File: src/rtl/data_ram_arbiter_pkg.sv
// Shared definitions for the data_ram arbiter: FSM state encodings,
// priority-mode selectors and the common RAM control constants.
package data_ram_arbiter_pkg;

    typedef enum logic [1:0] {
        ArbIdle = 2'd0,
        ArbBusy = 2'd1,
        ArbResp = 2'd2
    } arb_state_t;

    localparam logic PrioRoundRobin = 1'b0;
    localparam logic PrioFixed      = 1'b1;

    localparam logic [31:0] ZeroWord     = 32'h0000_0000;
    localparam logic        ChipEnable   = 1'b1;
    localparam logic        ChipDisable  = 1'b0;
    localparam logic        WriteEnable  = 1'b1;
    localparam logic        WriteDisable = 1'b0;

endpackage

File: src/rtl/data_ram_arbiter_arb_rr2.sv
// Combinational two-way grant picker: a lone requester always wins; on a tie
// the port that did not win last time wins, unless fixed priority favours port 0.
module arb_rr2
    import data_ram_arbiter_pkg::*;
(
    input  logic [1:0] req,
    input  logic       last_grant,
    input  logic       prio_mode,
    output logic       grant_id,
    output logic       grant_valid
);

    always_comb begin
        grant_valid = |req;
        grant_id    = 1'b0;
        if (req == 2'b10) begin
            grant_id = 1'b1;
        end else if (req == 2'b11) begin
            grant_id = (prio_mode == PrioFixed) ? 1'b0 : ~last_grant;
        end
    end

endmodule

File: src/rtl/data_ram_arbiter.sv
// Shares the single-port data_ram between the CPU MEM stage (port 0) and the
// loader/debug port (port 1): grant, one RAM cycle, one ack cycle.
module data_ram_arbiter
    import data_ram_arbiter_pkg::*;
#(
    parameter int ADDR_W    = 32,
    parameter int PRIO_MODE = 0
) (
    input  logic              clk,
    input  logic              rst,
    input  logic              m0_req,
    input  logic              m0_we,
    input  logic [ADDR_W-1:0] m0_addr,
    input  logic [3:0]        m0_sel,
    input  logic [31:0]       m0_wdata,
    output logic [31:0]       m0_rdata,
    output logic              m0_ack,
    input  logic              m1_req,
    input  logic              m1_we,
    input  logic [ADDR_W-1:0] m1_addr,
    input  logic [3:0]        m1_sel,
    input  logic [31:0]       m1_wdata,
    output logic [31:0]       m1_rdata,
    output logic              m1_ack,
    output logic              stall_req,
    output logic              ram_ce,
    output logic              ram_we,
    output logic [ADDR_W-1:0] ram_addr,
    output logic [3:0]        ram_sel,
    output logic [31:0]       ram_data_o,
    input  logic [31:0]       ram_data_i
);

    localparam logic PrioSel = (PRIO_MODE == 0) ? PrioRoundRobin : PrioFixed;

    arb_state_t        state;
    logic              last_grant;
    logic              lat_id;
    logic              lat_we;
    logic [ADDR_W-1:0] lat_addr;
    logic [3:0]        lat_sel;
    logic [31:0]       lat_wdata;
    logic              grant_id;
    logic              grant_valid;

    arb_rr2 u_pick (
        .req         ({m1_req, m0_req}),
        .last_grant  (last_grant),
        .prio_mode   (PrioSel),
        .grant_id    (grant_id),
        .grant_valid (grant_valid)
    );

    // last_grant resets to port 1 so that port 0 wins the very first tie.
    always_ff @(posedge clk or negedge rst) begin
        if (!rst) begin
            state      <= ArbIdle;
            last_grant <= 1'b1;
            lat_id     <= 1'b0;
            lat_we     <= 1'b0;
            lat_addr   <= '0;
            lat_sel    <= 4'h0;
            lat_wdata  <= ZeroWord;
            m0_ack     <= 1'b0;
            m1_ack     <= 1'b0;
            m0_rdata   <= ZeroWord;
            m1_rdata   <= ZeroWord;
        end else begin
            unique case (state)
                ArbIdle: begin
                    if (grant_valid) begin
                        lat_id     <= grant_id;
                        last_grant <= grant_id;
                        lat_we     <= grant_id ? m1_we    : m0_we;
                        lat_addr   <= grant_id ? m1_addr  : m0_addr;
                        lat_sel    <= grant_id ? m1_sel   : m0_sel;
                        lat_wdata  <= grant_id ? m1_wdata : m0_wdata;
                        state      <= ArbBusy;
                    end
                end
                ArbBusy: begin
                    if (!lat_we) begin
                        if (lat_id) begin
                            m1_rdata <= ram_data_i;
                        end else begin
                            m0_rdata <= ram_data_i;
                        end
                    end
                    m0_ack <= ~lat_id;
                    m1_ack <= lat_id;
                    state  <= ArbResp;
                end
                ArbResp: begin
                    m0_ack <= 1'b0;
                    m1_ack <= 1'b0;
                    state  <= ArbIdle;
                end
                default: state <= ArbIdle;
            endcase
        end
    end

    // RAM sees the latched command only during the single BUSY cycle.
    always_comb begin
        ram_ce     = ChipDisable;
        ram_we     = WriteDisable;
        ram_addr   = '0;
        ram_sel    = 4'h0;
        ram_data_o = ZeroWord;
        if (state == ArbBusy) begin
            ram_ce     = ChipEnable;
            ram_we     = lat_we ? WriteEnable : WriteDisable;
            ram_addr   = lat_addr;
            ram_sel    = lat_sel;
            ram_data_o = lat_wdata;
        end
    end

    assign stall_req = m0_req & ~m0_ack;

endmodule

File: config.mk
export PLATFORM = sky130hd
export DESIGN_NAME = data_ram_arbiter
export DESIGN_NICKNAME = d
export VERILOG_FILES = /design/src/rtl/data_ram_arbiter_pkg.sv /design/src/rtl/data_ram_arbiter_arb_rr2.sv /design/src/rtl/data_ram_arbiter.sv
export SDC_FILE = /design/constraint.sdc
export NUM_CORES = 1
export LEC_CHECK = 0
export ABC_CLOCK_PERIOD_IN_PS = 2400
export BUFFER_PORTS_ARGS = -buffer_cell sky130_fd_sc_hd__clkbuf_2
export CAP_MARGIN = 20
export CORE_UTILIZATION = 40
export CTS_CLUSTER_DIAMETER = 30
export CTS_CLUSTER_SIZE = 40
export DETAILED_ROUTE_END_ITERATION = 10
export GPL_TIMING_DRIVEN = 0
export PLACE_DENSITY = 0.71
export SLEW_MARGIN = 30
export SYNTH_ARGS = -nofsm -noshare
export SYNTH_HDL_FRONTEND = slang
export SYNTH_SLANG_ARGS = --single-unit
File: constraint.sdc
create_clock -name clk -period 2.4 [get_ports clk]
set_input_delay 0.48 -clock clk [delete_from_list [all_inputs] [get_ports clk]]
set_output_delay 0.48 -clock clk [all_outputs]
set_load 0.05 [all_outputs]
---- Word level (Yosys, flattened, before mapping) ----
Cells that the tools add are included.
storage, ports and cells
  flip-flop bits (word level) ............. 139
  input bits .............................. 174
  output and inout port bits .............. 137
  logic and storage cells ................. 43
operators by class
  equal/unequal tests ..................... 5
  muxes and demuxes ....................... 16
  bitwise operators ....................... 5
  reductions and logical operators ........ 6
operators with widths
  cell                  number
  $mux W32              4
  $mux W4               2
  $eq A2 B2 Y1 const B  3
  $mux W1               6
  $reduce_and A3 Y1     2
  $not A1 Y1            4
  $pmux W1 S2           2
  $pmux W2 S2           1
  $eq A2 B1 Y1 const B  1
  $logic_not A2 Y1      1
  $mux W2               1
  $ne A2 B2 Y1 const B  1
  $reduce_and A2 Y1     1
  $reduce_bool A2 Y1    1
  $reduce_or A2 Y1      1
  $and A1 B1 Y1         1

---- Depth between registers and ports, before layout ----
  depth after elaboration ................. 4
  mapped depth ............................ 9
  gate-level depth less buffers ........... 5

---- Hierarchy ----
A second synthesis with hierarchy kept.
unflattened totals
  cell total of the unflattened synthesis .. 550
  area total of the unflattened synthesis .. 6,482.5 µm²
modules (own cells, without submodules)
  module            times used  cells an instance  area an instance (µm²)  seq. area each (µm²)
  data_ram_arbiter  1           547                6,465.0                 3,479.6
  arb_rr2           1           3                  17.5                    0.0

---- Worst setup path before layout ----
No wires, ideal clock.
  path type ............................... flip-flop to output port
  from .................................... register state[1]
  to ...................................... output ram_addr[31]
  arrival time ............................ 2.036 ns
  data required time ...................... 1.920 ns
  path slack .............................. -0.116 ns
  stages on the path, launching flop included .. 7
  path buffers ............................ 3
  path through ............................ dfrtp_1 > inv_1 > ha_1 > buf_4 > clkbuf_1 > clkbuf_1 > and2_1
between the ends
  cells in the longest elaborated chain, start to end .. 2
ends and longest elaborated chain
  what                    line                     RTL
  start, declared         data_ram_arbiter.sv:36   arb_state_t state;
  start signal, assigned  data_ram_arbiter.sv:57   state <= ArbIdle;
  start signal, assigned  data_ram_arbiter.sv:78   state <= ArbBusy;
  start signal, assigned  data_ram_arbiter.sv:91   state <= ArbResp;
  $eq A2 B1 Y1            data_ram_arbiter.sv:110  if (state == ArbBusy) begin
  $mux W32                data_ram_arbiter.sv:110
  end, declared           data_ram_arbiter.sv:28   output logic [ADDR_W-1:0] ram_addr,
Every way passes these cells.

---- Final worst setup path ----
  from .................................... register state[1]
  to ...................................... output ram_addr[9]
The elaborated chain is that of the path after synthesis.

==> results.md <==
* Cell depth of the worst setup path at 6
* Crit path from: state[1]
* Synth warn at 0
* Layout Utilization at around 59%
* Initial Util at 41.3%
* FFs w/ async S/R, synth at 100%
* Ys flop type: dfrtp_1
* Post-layout minimum cycle time at about 2.3 ns
* Nets at 1127
* Fillers at 1412
* Ant diodes at 0
* FF-to-FF End: lat_addr[13]
* Final setup margin at 0.0621 ns
* Crit-path max FO at 10
* Worst hold slack at 0.0413 ns
* CTS HTree Levels at 4
* Clock-pin slew on the worst setup and hold paths at ~0.06 ns
* R2r setup slk at roughly 0.44 ns
* Row cnt at 45
* Max Cap Viol at 0
* Count of final setup violators at 0
* Area share of the largest cell type after synthesis at a little over half
* Post-Syn Nets at 797
* Number of routed nets with antenna violations at 0
* Power Density at 1760 nW/um^2
* Arrival time at the worst endpoint at 1.86 ns
* Worst setup path endpoint: ram_addr[9]
* Fin area at 8980 sq um
* Max-slew violation count at 0
* GR met1 Demand/Resource at 27.5%
* Library cells used by synthesis at 27
* WL per Instance at between 15 and 20 um
* DRC violations left at 0
* CP Launch Type: register
* Final clock skew at 0.00982 ns
* Worst VDD drop at 0.000939 V
* Longest Clk Path Bufs at 2
* Sink Count at 139
* Cells along the critical path: inv_2, ha_4, buf_8, clkbuf_2, and2_1, buf_2
* Share of the yosys chip area belonging to registers at 55.0%
* Slew HR at 53.5%
* Placed Instances at 1140
* Total CTS buffers at 17
* EDFF count, synth at 0
* Hold Buf Count CTS at 0
* Worst Reg-to-Reg Cells at 7
* Worst-margin pin slew at 0.694 ns
* DR iter-0 viols at about 300
* Syn Area/Cell at slightly above 10 sq um
* CP bufs+invs at 4
* Final Cycle Share at between 90% and 100%
* R2r startpoint: state[0]
* Skew-Pair Late Insertion Delay at between 0.4 and 0.5 ns
* DP Wirelength at 13400 um
* Top post-synthesis cells by area: dfrtp_1, a21oi_1, mux2_2, and2_1, nor2_1
* Die span in x at 128 um
* Mapped Cells at 619
* Crit path max-delay family: buffers and inverters
* Total gr overflow at 0
* Routability Congestion at 0.803
* Overall Power at 15.8 mW
* Crit. End Element: primary output
* Synth area leader: dfrtp_1
* Setup Crit Path Kind: register to primary output
* Busiest grt layer: met2
* IO buf count at 309
* Leak at 4.56 nW
* WL final at 18700 um
* Worst Path Required at 1.92 ns
* Seq cells post-synth at 139
* Vias at 5764
* IO Pins at a little over 300
* Mapped cell area at 6320 sq um
* Slowest cell on crit path: dfrtp_1
* GR Util met3 at 7.10%
* Setup TNS at 0 ns
* Initial antenna violation count at 0
* Met2 Usage GRT at 40.2%
* Share of layout cells above drive strength 1 at 47.1%
* First-pass DRT Iterations at 4
* CTS tree: built
* DP Worst Slack at -0.216 ns
* Area grow syn2layout at 41.9%
* Most common cell in the synthesized netlist: a21oi_1
* Root buffer cell: clkbuf_16
* Max incr delay on CP at ~0.4 ns
* First-pass GRT wire length at 29100 um
* Vias per Instance at 4.92
* GRT Total Usage at 23.2%
* Post-DP Area at around 8200 sq um
* Count of final hold-check violations at 0
* Top cells by count, synth: a21oi_1, dfrtp_1, nor2_1
* Die Area at 16300 sq um
* Status: complete, no violations
* Hold crit path type: primary input to async pin
* F_max at between 400 and 500 MHz
* Largest net degree at the start of global routing at 80
* Fin cells at 1172
* Core area at 15300 sq um
* Number of global-route vias before repair at 5709
* Die height at 128 um
-- kinds of logic (layout without fill, tap and decap cells) --
group / after synthesis / after routing / share of synthesized area (%)
AO/OA/AOI/OAI: 147 / 147 / 12.0
flip-flops: 139 / 139 / 55.0
adder cells (fa/ha/maj): 4 / 4 / 0.791
multiplexers: 66 / 66 / 11.8
AND/OR/NAND/NOR: 214 / 214 / 15.9
buffers and inverters: 49 / 391 / 4.59
-- placed cells by master, fill, tap and decap left out, drive strengths merged --
cell      count
clkbuf      308
a21oi       139
dfrtp       138
nor2         71
nand2        70
and2         69
mux2         66
buf          66
inv          11
ha            4
clkinv        2
bufinv        2
clkinvlp      2
nand3b        2
a21boi        2
o21ai         2
nor2b         1
nor3b         1
a21bo         1
o21a          1
a31oi         1
a22o          1
dfstp         1
-- where the power goes --
| group | total, mW | switching (mW) | leakage (nW) | internal [mW] |
|---|---|---|---|---|
| Combinational | 8.99 | 6.31 | 2.68 | 2.69 |
| Clock | 2.63 | 1.08 | 0.284 | 1.55 |
| Sequential | 4.16 | 0.609 | 1.60 | 3.55 |
| Total | 15.8 | 7.99 | 4.56 | 7.79 |
-- area by class of cell --
class | count | area (sq um) | share of cell area, %
Inverter | 3 | 11.3 | 0.125
Timing Repair Buffer | 311 | 1740 | 19.4
Clock inverter | 14 | 158 | 1.76
Tap cell | 211 | 264 | 2.94
Multi-Input combinational cell | 431 | 2570 | 28.7
Clock buffer | 17 | 425 | 4.74
Sequential cell | 139 | 3480 | 38.8
Buffer | 46 | 324 | 3.61
-- worst min-delay path by stage --
stage | from | endpoint | slack [ns] | cells after the start
finish | rst | lat_addr[18] | 0.04 | 1
global route | rst | lat_addr[21] | 0.07 | 1
CTS | rst | lat_addr[12] | 0.05 | 1
detailed placement | m0_rdata[6] | m0_rdata[6] | 0.48 | 1
global placement | m0_rdata[7] | m0_rdata[7] | 0.47 | 1
floorplan | rst | lat_addr[0] | 0.18 | 0
-- what timing repair did --
action,CTS,global route
setup endpoints to repair,69,61
buffers inserted,1,0
gates cloned,0,0
pin swaps,0,0
gates resized for setup,37,78
-- layer usage --
metal / wire, um / vias to the layer above
met2: 9560 / 236
li1: - / 2730
met1: 7450 / 2780
met5: 0 / -
met3: 1460 / 18
met4: 224 / 0
-- worst register-to-register path, cell delays in order, from the launching register on --
cell	delay [ns]
dfrtp_1	0.43
inv_1	0.10
ha_1	0.20
clkbuf_2	0.16
o21ai_1	0.40
buf_2	0.35
a21oi_1	0.09
a21oi_1	0.16
-- registers in the layout, indices dropped and copies added (netlist names) --
register / flops
lat_addr: 32
lat_wdata: 32
m0_rdata: 32
m1_rdata: 32
lat_sel: 4
state: 2
last_grant: 1
lat_id: 1
lat_we: 1
m0_ack: 1
m1_ack: 1
No activity file was read; power rests on OpenSTA's default activity.
